===== config.mk =====
export PLATFORM = sky130hd
export DESIGN_NAME = cycle_sequencer
export DESIGN_NICKNAME = d
export VERILOG_FILES = /design/src/rtl/cycle_sequencer_pkg.sv /design/src/rtl/cycle_sequencer_wait_timer.sv /design/src/rtl/cycle_sequencer.sv
export SDC_FILE = /design/constraint.sdc
export NUM_CORES = 1
export LEC_CHECK = 0
export ABC_CLOCK_PERIOD_IN_PS = 3300
export CAP_MARGIN = 30
export CORE_MARGIN = 1.5
export CORE_UTILIZATION = 35
export CTS_CLUSTER_SIZE = 10
export DETAILED_ROUTE_END_ITERATION = 8
export GPL_TIMING_DRIVEN = 0
export PLACE_DENSITY = 0.59
export SETUP_SLACK_MARGIN = 0.4
export SYNTH_ARGS = -nofsm -noshare
export SYNTH_HDL_FRONTEND = slang
export SYNTH_HIERARCHICAL = 1
export SYNTH_SLANG_ARGS = --single-unit

===== constraint.sdc =====
create_clock -name i_clk -period 3.3 [get_ports i_clk]
set_input_delay 0.825 -clock i_clk [delete_from_list [all_inputs] [get_ports i_clk]]
set_output_delay 0.825 -clock i_clk [all_outputs]
set_load 0.03 [all_outputs]

===== src/rtl/cycle_sequencer_pkg.sv =====
// Shared encodings and constants for the mc8051 machine-cycle sequencer.
package cycle_sequencer_pkg;

    localparam int unsigned OPCODE_W = 8;
    localparam int unsigned STAGE_W  = 2;

    localparam logic [STAGE_W-1:0]  CI_STAGE_MAX = 2'b11;
    localparam logic [OPCODE_W-1:0] OPCODE_NOP   = 8'h00;

    typedef enum logic [2:0] {
        SEQ_IDLE = 3'd0,
        SEQ_S1   = 3'd1,
        SEQ_S2   = 3'd2,
        SEQ_S3   = 3'd3,
        SEQ_S4   = 3'd4,
        SEQ_S5   = 3'd5,
        SEQ_S6   = 3'd6
    } seq_state_e;

    // Phases that may stall on a data-memory access.
    function automatic logic is_mem_phase(input seq_state_e s);
        return (s == SEQ_S2) || (s == SEQ_S3) || (s == SEQ_S5);
    endfunction

endpackage


===== src/rtl/cycle_sequencer_wait_timer.sv =====
// seq_wait_timer: counts wait cycles of the current phase and flags expiry
// on the cycle whose edge would make the count reach LIMIT.
module seq_wait_timer #(
    parameter int unsigned LIMIT = 255
) (
    input  logic i_clk,
    input  logic i_rst_n,
    input  logic i_hold,
    input  logic i_wait,
    output logic o_expire_c
);

    localparam int unsigned WAIT_W = 8;

    logic [WAIT_W-1:0] count;

    assign o_expire_c = i_wait && (count == WAIT_W'(LIMIT - 1));

    // Any non-waiting cycle is either a completion or a non-memory state,
    // so clearing on it gives a fresh count on every state entry.
    always_ff @(posedge i_clk or negedge i_rst_n) begin
        if (!i_rst_n) begin
            count <= '0;
        end else if (!i_hold) begin
            if (!i_wait || o_expire_c) begin
                count <= '0;
            end else begin
                count <= count + WAIT_W'(1);
            end
        end
    end

endmodule


===== src/rtl/cycle_sequencer.sv =====
// mc8051 machine-cycle sequencer: walks S1..S6, fetches opcodes, issues phase ticks.
// Optional memory-wait timeout is enabled with `define MC8051_MEM_TIMEOUT_EN.
module cycle_sequencer
    import cycle_sequencer_pkg::*;
#(
    parameter int unsigned TIMEOUT_CYCLES = 255
) (
    input  logic                i_clk,
    input  logic                i_rst_n,
    input  logic                i_hold,
    output logic                o_rom_req,
    input  logic                i_rom_valid,
    input  logic [OPCODE_W-1:0] i_rom_data,
    input  logic                i_mc_cont,
    input  logic                i_s2_req,
    input  logic                i_s3_req,
    input  logic                i_s5_req,
    output logic                o_mem_start,
    input  logic                i_mem_done,
    output logic [OPCODE_W-1:0] o_instr_buffer,
    output logic [STAGE_W-1:0]  o_ci_stage,
    output logic                o_s1_done_tick,
    output logic                o_s2_done_tick,
    output logic                o_s3_done_tick,
    output logic                o_s5_done_tick,
    output logic                o_exec_tick,
    output logic                o_instr_done,
    output logic                o_stage_ovf,
    output logic                o_bus_err
);

    if (TIMEOUT_CYCLES == 0 || TIMEOUT_CYCLES > 255) begin : g_timeout_out_of_range
    end

    seq_state_e state;
    logic       mem_wait;
    logic       rom_ack_c;
    logic       mem_ack_c;
    logic       timeout_c;
    logic       phase_done_c;

    assign rom_ack_c    = o_rom_req & i_rom_valid;
    // mem_start is high only on the entry cycle, where a done is not accepted.
    assign mem_ack_c    = i_mem_done & ~o_mem_start;
    assign phase_done_c = ~mem_wait | mem_ack_c | timeout_c;

`ifdef MC8051_MEM_TIMEOUT_EN
    logic wait_c;

    always_comb begin
        wait_c = 1'b0;
        if (!i_hold) begin
            if (state == SEQ_S1) begin
                wait_c = (o_ci_stage == '0) && !rom_ack_c;
            end else if (is_mem_phase(state)) begin
                wait_c = mem_wait && !mem_ack_c;
            end
        end
    end

    seq_wait_timer #(
        .LIMIT (TIMEOUT_CYCLES)
    ) u_wait_timer (
        .i_clk      (i_clk),
        .i_rst_n    (i_rst_n),
        .i_hold     (i_hold),
        .i_wait     (wait_c),
        .o_expire_c (timeout_c)
    );
`else
    assign timeout_c = 1'b0;
    assign o_bus_err = 1'b0;
`endif

    // Sequencer FSM; tick and start pulses default low every cycle.
    always_ff @(posedge i_clk or negedge i_rst_n) begin
        if (!i_rst_n) begin
            state          <= SEQ_IDLE;
            mem_wait       <= 1'b0;
            o_rom_req      <= 1'b0;
            o_mem_start    <= 1'b0;
            o_instr_buffer <= OPCODE_NOP;
            o_ci_stage     <= '0;
            o_s1_done_tick <= 1'b0;
            o_s2_done_tick <= 1'b0;
            o_s3_done_tick <= 1'b0;
            o_s5_done_tick <= 1'b0;
            o_exec_tick    <= 1'b0;
            o_instr_done   <= 1'b0;
            o_stage_ovf    <= 1'b0;
`ifdef MC8051_MEM_TIMEOUT_EN
            o_bus_err      <= 1'b0;
`endif
        end else begin
            o_mem_start    <= 1'b0;
            o_s1_done_tick <= 1'b0;
            o_s2_done_tick <= 1'b0;
            o_s3_done_tick <= 1'b0;
            o_s5_done_tick <= 1'b0;
            o_exec_tick    <= 1'b0;
            o_instr_done   <= 1'b0;

            if (!i_hold) begin
`ifdef MC8051_MEM_TIMEOUT_EN
                if (timeout_c) begin
                    o_bus_err <= 1'b1;
                end
`endif
                case (state)
                    SEQ_IDLE: begin
                        o_rom_req <= 1'b1;
                        state     <= SEQ_S1;
                    end
                    SEQ_S1: begin
                        if ((o_ci_stage != '0) || rom_ack_c || timeout_c) begin
                            // A forced completion latches a NOP instead of bus data.
                            if (o_ci_stage == '0) begin
                                o_instr_buffer <= rom_ack_c ? i_rom_data : OPCODE_NOP;
                                o_rom_req      <= 1'b0;
                            end
                            o_s1_done_tick <= 1'b1;
                            o_mem_start    <= i_s2_req;
                            mem_wait       <= i_s2_req;
                            state          <= SEQ_S2;
                        end
                    end
                    SEQ_S2: begin
                        if (phase_done_c) begin
                            o_s2_done_tick <= 1'b1;
                            o_mem_start    <= i_s3_req;
                            mem_wait       <= i_s3_req;
                            state          <= SEQ_S3;
                        end
                    end
                    SEQ_S3: begin
                        if (phase_done_c) begin
                            o_s3_done_tick <= 1'b1;
                            mem_wait       <= 1'b0;
                            state          <= SEQ_S4;
                        end
                    end
                    SEQ_S4: begin
                        o_exec_tick <= 1'b1;
                        o_mem_start <= i_s5_req;
                        mem_wait    <= i_s5_req;
                        state       <= SEQ_S5;
                    end
                    SEQ_S5: begin
                        if (phase_done_c) begin
                            o_s5_done_tick <= 1'b1;
                            mem_wait       <= 1'b0;
                            state          <= SEQ_S6;
                        end
                    end
                    SEQ_S6: begin
                        if (i_mc_cont && (o_ci_stage != CI_STAGE_MAX)) begin
                            o_ci_stage <= o_ci_stage + STAGE_W'(1);
                        end else begin
                            // Continuation past the last stage is flagged and the instruction ends.
                            if (i_mc_cont) begin
                                o_stage_ovf <= 1'b1;
                            end
                            o_ci_stage   <= '0;
                            o_instr_done <= 1'b1;
                            o_rom_req    <= 1'b1;
                        end
                        state <= SEQ_S1;
                    end
                    default: begin
                        state <= SEQ_IDLE;
                    end
                endcase
            end
        end
    end

endmodule

---- Word-level counts from Yosys, hierarchy flattened ----
Cells that the tools add are included.
cells by class
  add/sub/neg operators ................... 1
  $mul .................................... 0
  div/mod/pow operators ................... 0
  order comparisons ....................... 0
  equality and inequality tests ........... 14
  shift operators ......................... 0
  mux-type cells .......................... 34
  bitwise gates (word level) .............. 7
  reductions and logical operators ........ 15
operator list
  kind                   number
  $mux W1                24
  $pmux W3 S6            1
  $reduce_and A5 Y1      3
  $ne A2 B2 Y1 const B   7
  $mux W3                4
  $eq A3 B3 Y1 const B   3
  $mux W8                1
  $reduce_and A4 Y1      2
  $eq A3 B2 Y1 const B   2
  $pmux W1 S3            2
  $not A1 Y1             4
  $pmux W1 S4            1
  $reduce_bool A4 Y1     1
  $reduce_or A2 Y1       2
  $eq A3 B1 Y1 const B   1
  $logic_not A3 Y1       1
  $reduce_bool A3 Y1     1
  $add A2 B1 Y2 const B  1
  $and A1 B1 Y1          2
  $logic_not A2 Y1       1
  $mux W2                1
  $ne A2 B1 Y1 const B   1
  $reduce_and A2 Y1      1
  $reduce_bool A2 Y1     1
  3 further kinds        3
storage, ports and cells
  bits in registers ....................... 23
  latch bits .............................. 0
  memory bits (writable) .................. 0
  ROM bits ................................ 0
  input port bits ......................... 17
  output and inout port bits .............. 20
  logic and storage cells ................. 84
  memories ................................ 0

---- Longest topological paths before layout ----
Gate-level depths: netlist (run 1).
  depth after elaboration ................. 6
  depth in mapped cells ................... 7
  depth with buffers taken out ............ 6

---- Worst setup path after synthesis (run 1) ----
No wires, ideal clock.
  path type ............................... input to register
  from .................................... in i_rom_valid
  to ...................................... reg o_instr_buffer[7]
  setup time .............................. 0.127 ns
  arrival ................................. 1.693 ns
  required time ........................... 3.173 ns
  path slack .............................. 1.480 ns
  stages on the path ...................... 6
  path buffers ............................ 2
  cells stage by stage .................... buf_2 > a21bo_1 > nand3_2 > buf_6 > o21ai_1 > o31ai_2
on the way
  longest elaborated chain between the ends .. 3
  elaborated cells on any way between the ends .. 4
  classes of those cells .................. mux (1); bitwise (1); reduce/logical (2)
ends and longest elaborated chain
  item                         line                    source
  start: declaration           cycle_sequencer.sv:12   input logic i_rom_valid,
  $and A1 B1 Y1 *              cycle_sequencer.sv:42   assign rom_ack_c = o_rom_req & i_rom_valid;
  $logic_or A1 B1 Y1           cycle_sequencer.sv:115  if ((o_ci_stage != '0) || rom_ack_c || timeout_c) begin
  $reduce_and A4 Y1 (no line)  -
  end signal: assignment       cycle_sequencer.sv:118  o_instr_buffer <= rom_ack_c ? i_rom_data : OPCODE_NOP;
  end: declaration             cycle_sequencer.sv:20   output logic [OPCODE_W-1:0] o_instr_buffer,
Mark *: on every way between the ends. The rest lies on a longest branch, timed or not.
A chain may end at the register's enable or synchronous reset.

---- Worst setup path after layout (run 1) ----
  from .................................... reg o_ci_stage[0]
  to ...................................... out o_ci_stage[0]
RTL lines
  item                      line                    source
  start: declaration        cycle_sequencer.sv:21   output logic [STAGE_W-1:0] o_ci_stage,
  start signal: assignment  cycle_sequencer.sv:157  o_ci_stage <= o_ci_stage + STAGE_W'(1);
No word-level cell between the ends.

==> results of run 1 <==
## per-layer routing
layer  up-vias  global-route usage (%)  part of all wire [%]
met2        27                   24.73                    48
li1        502                       -                     -
met3         5                   2.523                   3.9
met1       497                   20.46                    45
met5         -                       0                     0
met4         0                   8.333                   2.7
## power groups by stage
stage / registers (mW) / clock network, mW / logic [mW]
after floorplan: 0.593 / 0 / 0.466
after global placement: 0.457 / 0 / 0.864
after detailed placement: 0.462 / 0 / 0.872
after CTS: 0.456 / 0.145 / 0.878
after global routing: 0.471 / 0.153 / 0.948
final: 0.454 / 0.135 / 0.873
## cells in the final DEF (no fill, tap or decap), types with 2 or more instances in the layout
master	Yosys	routed
clkdlybuf4s50_1	0	34
dfrtp_1	23	23
nand3_1	10	10
o21ai_1	8	8
o31ai_2	8	8
nor2_1	6	6
o21ai_0	6	6
nand2_1	5	5
buf_6	4	4
inv_1	3	3
buf_2	3	3
inv_2	3	3
nand2b_1	3	3
nor3_1	3	3
clkbuf_4	0	3
nor2b_1	2	2
and3_1	2	2
nor3_2	2	2
a22o_1	2	2
a31oi_1	2	2
ha_1	2	2
## area by class of cell
type,count,area [µm²]
timing repair buffer,35,355.3
inverter,6,22.52
sequential,23,575.6
clock buffer,4,26.28
fill,308,1694
multi-input combinational,80,590.6
buffer,8,67.56
tap,46,57.56
## worst register-to-register path: cells and delay by family (launching register included)
kind,cells,cell delay [ps]
and+or+nand+nor,1,200
AOI/OAI and AO/OA,3,500
DFF,1,440
buffers and inverters,2,280
adders and majority gates,1,220
## cell families after synthesis
| family | count (synthesis) | share of synthesized area [%] |
|---|---|---|
| AO/OA/AOI/OAI | 37 | 24.80 |
| other | 1 | 0.2985 |
| multiplexers | 1 | 0.8964 |
| AND/OR/NAND/NOR | 38 | 18.33 |
| adder cells (fa/ha/maj) | 2 | 1.992 |
| flip-flops | 23 | 45.82 |
| XOR/XNOR | 1 | 0.6973 |
| buffers and inverters | 14 | 7.171 |
## registers in the layout (all words and copies together) (netlist names)
signal / cells
mem_wait: 1
o_ci_stage: 2
o_exec_tick: 1
o_instr_buffer: 8
o_instr_done: 1
o_mem_start: 1
o_rom_req: 1
o_s1_done_tick: 1
o_s2_done_tick: 1
o_s3_done_tick: 1
o_s5_done_tick: 1
o_stage_ovf: 1
state: 3
## how the worst max path moves through the flow
stage / slack (ps) / to
6_report: 1020 / o_ci_stage[0]
5_1_grt: 950 / o_ci_stage[0]
4_1_cts: 990 / o_ci_stage[0]
3_5_place_dp: 860 / o_instr_buffer[3]
3_3_place_gp: 880 / o_instr_buffer[3]
2_1_floorplan: 1480 / o_instr_buffer[7]
==> flow_metrics.py, run 1 <==
metrics = {
    "layout": {
        "finalNonFillerCells": 202,
        "fin_nets": 176,
        "drive_above_1_share_pct": 19.23,
        "synthToLayoutAreaGrowth_pct": 34.96,
        "final_util_pct": 50.02,
        "design_area_mm2": 0.001695,
        "antennaDiodeCount": 0,
    },
    "setup_path": {
        "crit_slowest_cell": "clkdlybuf4s50_1",
        "path_class": "reg -> out",
        "crit_family": "buffers and inverters",
        "worst_setup_path_end_kind": "primary output",
        "cpPeakStageDelay_ps": 690,
        "r2r_slack_ps": 1560,
        "arrival_ps": 1450,
        "cp.depth": 1,
        "worstSetupStartpointType": "flop",
        "path_cells": "clkdlybuf4s50_1",
        "r2r-end": "o_instr_buffer[7]",
        "crit_path_start": "o_ci_stage[0]",
        "critPathRequiredTime_ps": 2470,
        "r2r_cells": 7,
        "worst-path-buf-inv": 1,
        "crit_fanout": 5,
        "r2r-start": "o_ci_stage[0]",
    },
    "synth": {
        "synth_top_cell_area_share_pct": 45.82,
        "ys.flop_type": "dfrtp_1",
        "ys_seq_area_share_pct": 45.82,
        "ys_types": 39,
        "synthArstFlopShare_pct": 100.0,
        "synth_largest_area_cell": "dfrtp_1",
        "synth_nets": 136,
        "synth_cells": 117,
        "ys_ff_latch": 23,
        "ys_top_cells_by_area": "dfrtp_1 (46%), o31ai_2 (8.0%), nand3_1 (4.0%)",
        "syn_avg_cell_area_um2": 10.74,
        "yosysMostFrequentCell": "dfrtp_1",
        "syn_area_mm2": 0.001256,
        "synth-edff-count": 0,
        "yosys-top-cells-count": "dfrtp_1 (23), nand3_1 (10), o21ai_1 (8), o31ai_2 (8)",
        "yosysWarnings": 6,
    },
    "global_route": {
        "grt_pass1_wl_mm": 4.878,
        "grt_usage_pct": 15.65,
        "grt_max_degree": 14,
        "antenna_found_initial": 0,
        "grt_overflow": 0,
        "grt_pass1_vias": 1017,
    },
    "detailed_routing": {
        "wl_per_cell_um": 13.60,
        "via_count": 1031,
        "wl_mm": 2.748,
        "first_pass_iters": 4,
        "ant_nets": 0,
        "drt_iter0_markers": 41,
        "remaining_drc_errors": 0,
        "via_per_inst": 5.104,
    },
    "place": {
        "dp.cells": 198,
        "placed_cell_area_mm2": 0.001669,
        "routabilityCongestion": 0.8401,
        "post-place-ws_ps": 860.1,
        "detailed_place_hpwl_mm": 2.067,
        "numPortBuffers": 34,
    },
    "power_and_ir_drop": {
        "power.share.switching_pct": 46.23,
        "power_frac_comb_pct": 59.7,
        "seqPwrFrac_pct": 31.0,
        "p_leak_nw": 0.7102,
        "p_per_area_mw_per_mm2": 862.8,
        "power.internal_uw": 786.6,
        "finalPower_mw": 1.463,
        "netSwitchingPower_uw": 676.3,
        "peakVddDrop_mv": 0.3093,
        "p_clk_share_pct": 9.3,
    },
    "die": {
        "fp.dieH_um": 62.91,
        "initial_utilization_pct": 37.06,
        "die_area_mm2": 0.003958,
        "fp.coreArea_mm2": 0.003390,
        "ios": 37,
        "dieWidth_um": 62.91,
        "row_count": 21,
    },
    "timing": {
        "tns_ps": 0,
        "worst_slack_ps": 1022,
        "holdWs_ps": 479.6,
        "clock.fmax_mhz": 439.0,
        "period_share_pct": 69.02,
        "finalCriticalPeriod_ps": 2278,
        "finalClockSkew_ps": 1.407,
        "worstMarginPinSlew_ps": 537.3,
        "rsz0062_at_grt": "no",
        "maxSlewViolCount": 0,
        "finalHoldViolations": 0,
        "slew_headroom_pct": 64.07,
        "setup_viol": 0,
    },
    "clock_network": {
        "clock_sinks": 23,
        "clk_path_buf_depth": 2,
        "path_clk_slew_ps": 120,
        "ctsHoldBuffers": 0,
        "tritoncts": "done",
        "cts_max_level": 1,
        "cts_resized": 0,
        "clk_latency_ps": 320,
        "clock-root-buffer": "clkbuf_4",
        "cts_buffers": 3,
        "post-cts-setup-buffers": 0,
    },
    "run": {
        "drv_cap": 0,
    },
    "min_path": {
        "hp-start": "o_stage_ovf",
        "min_to": "o_stage_ovf",
        "min_delay_path_depth": 1,
        "hp-class": "reg -> reg",
    },
    "status": {
        "status": "finished clean",
    },
}
No activity file was read; power rests on OpenSTA's default activity.
==> run 2, diff against run 1 <==
ABC_CLOCK_PERIOD_IN_PS = 2370   (was 3300)
clock period = 2.37 ns   (was 3.3 ns; I/O delays follow)
==> flow_metrics.py, run 2 (synthesis results as in run 1) <==
metrics = {
    "clock_network": {
        "clk_latency_ps": 320,
        "tritoncts": "done",
        "clock_sinks": 23,
        "clk_path_buf_depth": 2,
        "cts_resized": 10,
        "cts_max_level": 1,
        "ctsHoldBuffers": 0,
        "path_clk_slew_ps": 120,
        "clock-root-buffer": "clkbuf_4",
        "cts_buffers": 3,
        "post-cts-setup-buffers": 0,
    },
    "setup_path": {
        "crit_fanout": 1,
        "arrival_ps": 1320,
        "crit_family": "buffers and inverters",
        "r2r-end": "o_instr_buffer[7]",
        "r2r_cells": 7,
        "path_class": "reg -> out",
        "worst_setup_path_end_kind": "primary output",
        "crit_slowest_cell": "clkdlybuf4s50_1",
        "worstSetupStartpointType": "flop",
        "r2r-start": "o_ci_stage[0]",
        "r2r_slack_ps": 630,
        "cpPeakStageDelay_ps": 660,
        "critPathRequiredTime_ps": 1780,
        "path_cells": "clkdlybuf4s50_1",
        "worst-path-buf-inv": 1,
    },
    "detailed_routing": {
        "first_pass_iters": 4,
        "via_per_inst": 5.099,
        "wl_per_cell_um": 13.63,
        "drt_iter0_markers": 45,
        "via_count": 1030,
        "remaining_drc_errors": 0,
        "ant_nets": 0,
        "wl_mm": 2.753,
    },
    "power_and_ir_drop": {
        "peakVddDrop_mv": 0.3994,
        "p_leak_nw": 0.8548,
        "p_per_area_mw_per_mm2": 1167,
    },
    "die": {
        "initial_utilization_pct": 37.06,
        "dieWidth_um": 62.91,
        "fp.coreArea_mm2": 0.003390,
        "die_area_mm2": 0.003958,
        "fp.dieH_um": 62.91,
        "ios": 37,
        "row_count": 21,
    },
    "status": {
        "status": "finished clean",
    },
    "timing": {
        "slew_headroom_pct": 64.20,
        "finalCriticalPeriod_ps": 1912,
        "maxSlewViolCount": 0,
        "clock.fmax_mhz": 523.1,
        "setup_viol": 0,
        "finalClockSkew_ps": 1.776,
        "finalHoldViolations": 0,
        "tns_ps": 0,
        "rsz0062_at_grt": "no",
        "period_share_pct": 80.66,
        "worstMarginPinSlew_ps": 535.3,
    },
    "place": {
        "detailed_place_hpwl_mm": 2.067,
        "routabilityCongestion": 0.8401,
        "dp.cells": 198,
        "numPortBuffers": 34,
    },
    "min_path": {
        "min_to": "o_stage_ovf",
        "hp-start": "o_stage_ovf",
        "min_delay_path_depth": 1,
        "hp-class": "reg -> reg",
    },
    "layout": {
        "fin_nets": 176,
        "final_cell_mix": "dfrtp_1 (23), clkdlybuf4s50_1 (18), nand3_1 (10), dlygate4sd2_1 (10)",
        "antennaDiodeCount": 0,
        "largest-register": "o_instr_buffer",
        "largest_reg_flops": 8,
        "reg.largest.list": "o_instr_buffer x8, state x3, o_ci_stage x2",
        "synthToLayoutAreaGrowth_pct": 35.16,
        "final_common_cell": "dfrtp_1",
        "finalNonFillerCells": 202,
        "num-fill-cells": 314,
        "drive_above_1_share_pct": 19.23,
    },
    "global_route": {
        "grt_overflow": 0,
        "antenna_found_initial": 0,
        "grt_max_degree": 14,
        "grt_pass1_wl_mm": 4.878,
        "grt_pass1_vias": 1017,
        "grt_usage_pct": 15.65,
    },
    "run": {
        "drv_cap": 0,
    },
}
[run 2: worst reg2reg max path, stage by stage, from the launching register on]
cell and delay, ps:
dfrtp_1 440, inv_1 60, ha_1 220, a21bo_1 250, nand3_2 200, buf_6 220
o21ai_1 170, o31ai_2 80
[run 2: final cells by class]
cell class                      instances  area [µm²]  share of cell area [%]
Tap cell                               46       57.56                   3.390
Clock buffer                            4       26.28                   1.548
Inverter                                6       22.52                   1.326
Multi-Input combinational cell         80       590.6                   34.78
Buffer                                  8       67.56                   3.979
Sequential cell                        23       575.6                   33.90
Timing Repair Buffer                   35       357.8                   21.08
[run 2: power breakdown]
part	switching, mW	internal (mW)	leakage, nW
Sequential	0.106	0.523	0.306
Combinational	0.710	0.454	0.534
Clock	0.122	0.0661	0.0150
Total	0.938	1.04	0.855
[run 2: worst max path at each step]
stage               depth (start not counted)         startpoint  slack [ps]                end
finish                                      1     o_s2_done_tick         460     o_s2_done_tick
global route                                1     o_s3_done_tick         400     o_s3_done_tick
CTS                                         1  o_instr_buffer[4]         400  o_instr_buffer[4]
detailed placement                          6             i_hold         160  o_instr_buffer[3]
global placement                            6             i_hold         180  o_instr_buffer[3]
floorplan                                   7      o_ci_stage[0]         660  o_instr_buffer[7]
[run 2: layer usage]
layer	part of all wire (%)	global-route usage, %	vias to the layer above	wire (µm)
li1	-	-	502	-
met1	45	20.46	496	1245
met2	48	24.73	27	1319
met3	4.1	2.523	5	112
met4	2.7	8.333	0	75
met5	0	0	-	0
[run 2: stage by stage]
step / instance area, µm² / total power, mW / utilization, % / hold WS (ps) / setup WS [ps]
global placement: 1654 / 1.840 / 48.80 / 460.5 / 181.3
global route: 1698 / 2.133 / 50.09 / 514.2 / 403.9
floorplan: 1256 / 1.474 / - / 296.9 / 656.6
finish: 1698 / 1.981 / 50.09 / 474.7 / 458.3
detailed placement: 1669 / 1.858 / 49.24 / 455.5 / 162.6
CTS: 1683 / 2.007 / 49.65 / 486.0 / 400.3
==> run 3, diff against run 2 <==
ABC_CLOCK_PERIOD_IN_PS = 1800   (was 2370)
clock period = 1.8 ns   (was 2.37 ns; I/O delays follow)
==> flow_metrics.py, run 3 (synthesis results as in run 1) <==
metrics = {
    "place": {
        "routabilityCongestion": 0.8759,
        "detailed_place_hpwl_mm": 2.098,
        "placed_cell_area_mm2": 0.001729,
        "numPortBuffers": 34,
        "post-place-ws_ps": -264.3,
    },
    "timing": {
        "maxSlewViolCount": 0,
        "finalHoldViolations": 0,
        "finalCriticalPeriod_ps": 1538,
        "worst_slack_ps": 262.1,
        "rsz0062_at_grt": "yes",
        "tns_ps": 0,
        "clock.fmax_mhz": 650.2,
        "setup_viol": 0,
        "period_share_pct": 85.44,
        "finalClockSkew_ps": 5.052,
    },
    "global_route": {
        "grt_pass1_vias": 1105,
        "antenna_found_initial": 0,
        "grt_pass1_wl_mm": 5.037,
        "grt_max_degree": 18,
        "grt_usage_pct": 15.98,
        "grt_overflow": 0,
    },
    "setup_path": {
        "path_class": "reg -> reg",
        "critPathRequiredTime_ps": 2000,
        "worstSetupStartpointType": "flop",
        "arrival_ps": 1730,
        "worst_setup_path_end_kind": "flop",
        "crit_fanout": 4,
    },
    "detailed_routing": {
        "wl_met2_mm": 1.520,
        "wl_per_cell_um": 14.22,
        "via_per_inst": 5.192,
        "ant_nets": 0,
        "topRoutingLayerUsed": "met4",
        "wl_met1_mm": 1.331,
        "via_count": 1106,
        "remaining_drc_errors": 0,
        "met3_wirelength_um": 156,
        "drt_iter0_markers": 49,
        "first_pass_iters": 4,
        "wl_mm": 3.029,
    },
    "die": {
        "fp.coreArea_mm2": 0.003390,
        "dieWidth_um": 62.91,
        "initial_utilization_pct": 37.06,
        "row_count": 21,
        "die_area_mm2": 0.003958,
        "ios": 37,
        "fp.dieH_um": 62.91,
    },
    "layout": {
        "final_cell_mix": "buf_2 (20), dfrtp_1 (19), clkdlybuf4s50_1 (14), nand3_1 (10), buf_4 (8)",
        "fin_nets": 187,
        "largest_reg_flops": 8,
        "num-fill-cells": 296,
        "multi_input_area_um2": 703.2,
        "largest-register": "o_instr_buffer",
        "drive_above_1_share_pct": 49.10,
        "design_area_mm2": 0.001876,
        "final_common_cell": "buf_2",
        "synthToLayoutAreaGrowth_pct": 49.30,
        "reg.largest.list": "o_instr_buffer x8, state x3, o_ci_stage x2",
        "antennaDiodeCount": 0,
        "ff_latch_area_um2": 580.6,
    },
    "clock_network": {
        "path_clk_slew_ps": 140,
        "cts_buffers": 3,
        "clk_latency_ps": 310,
        "tritoncts": "done",
        "clk_path_buf_depth": 2,
        "ctsHoldBuffers": 0,
        "clock_sinks": 23,
        "clock-root-buffer": "clkbuf_4",
        "cts_max_level": 1,
    },
    "power_and_ir_drop": {
        "p_leak_nw": 0.8426,
        "peakVddDrop_mv": 0.6334,
        "p_per_area_mw_per_mm2": 1662,
    },
    "run": {
        "drv_cap": 0,
    },
    "status": {
        "status": "finished clean",
    },
    "min_path": {
        "hp-class": "in -> async",
    },
}
run 3: final timing paths:
kind / cells past startpoint / start / endpoint / slack (ps)
max: 6 / o_ci_stage[1] / mem_wait / 260
min: 1 / i_rst_n / o_instr_done / 430
max reg2reg: 6 / o_ci_stage[1] / mem_wait / 260
min reg2reg: 1 / o_stage_ovf / o_stage_ovf / 490
max in group asynchronous: 2 / i_rst_n / o_rom_req / 930
min in group i_clk: 3 / i_rom_valid / o_instr_buffer[4] / 490
run 3: where the power goes:
part	switching, mW	internal (mW)
registers	0.162	0.697
logic	1.12	0.888
clock network	0.163	0.0830
run 3: metal layers:
| metal | GRT usage, % | vias to the layer above |
|---|---|---|
| met2 | 28.46 | 38 |
| met5 | 0 | - |
| met4 | 4.167 | 0 |
| met1 | 19.75 | 533 |
| li1 | - | 533 |
| met3 | 2.883 | 2 |
run 3: stage by stage:
step | total power [mW] | hold WS, ps | util [%] | instances
5_1_grt | 3.325 | 429.2 | 55.33 | 213
6_report | 3.117 | 428.1 | 55.33 | 213
3_3_place_gp | 2.528 | 448.6 | 50.20 | 197
4_1_cts | 2.984 | 443.8 | 53.34 | 211
3_5_place_dp | 2.555 | 467.9 | 51.02 | 198
2_1_floorplan | 2.041 | 154.4 | - | 117
run 3: area by class of cell:
type / instances / area share [%]
multi-input combinational: 80 / 37.49
sequential: 23 / 30.95
timing repair buffer: 46 / 21.81
buffer: 8 / 4.003
tap: 46 / 3.069
clock buffer: 3 / 1.201
inverter: 6 / 1.201
clock inverter: 1 / 0.2668
run 3: critical path, stage by stage (launching register included):
cell and delay [ps]:
dfrtp_2 440, inv_2 80, ha_4 140, a21bo_4 250
a41o_1 220, a41oi_2 200, o32ai_2 100
run 3: repair_timing:
item / CTS / global route
gates cloned: 1 / 0
resized for setup: 109 / 16
pin swaps: 6 / 4
setup endpoints to repair: 34 / 20
buffers inserted: 8 / 2
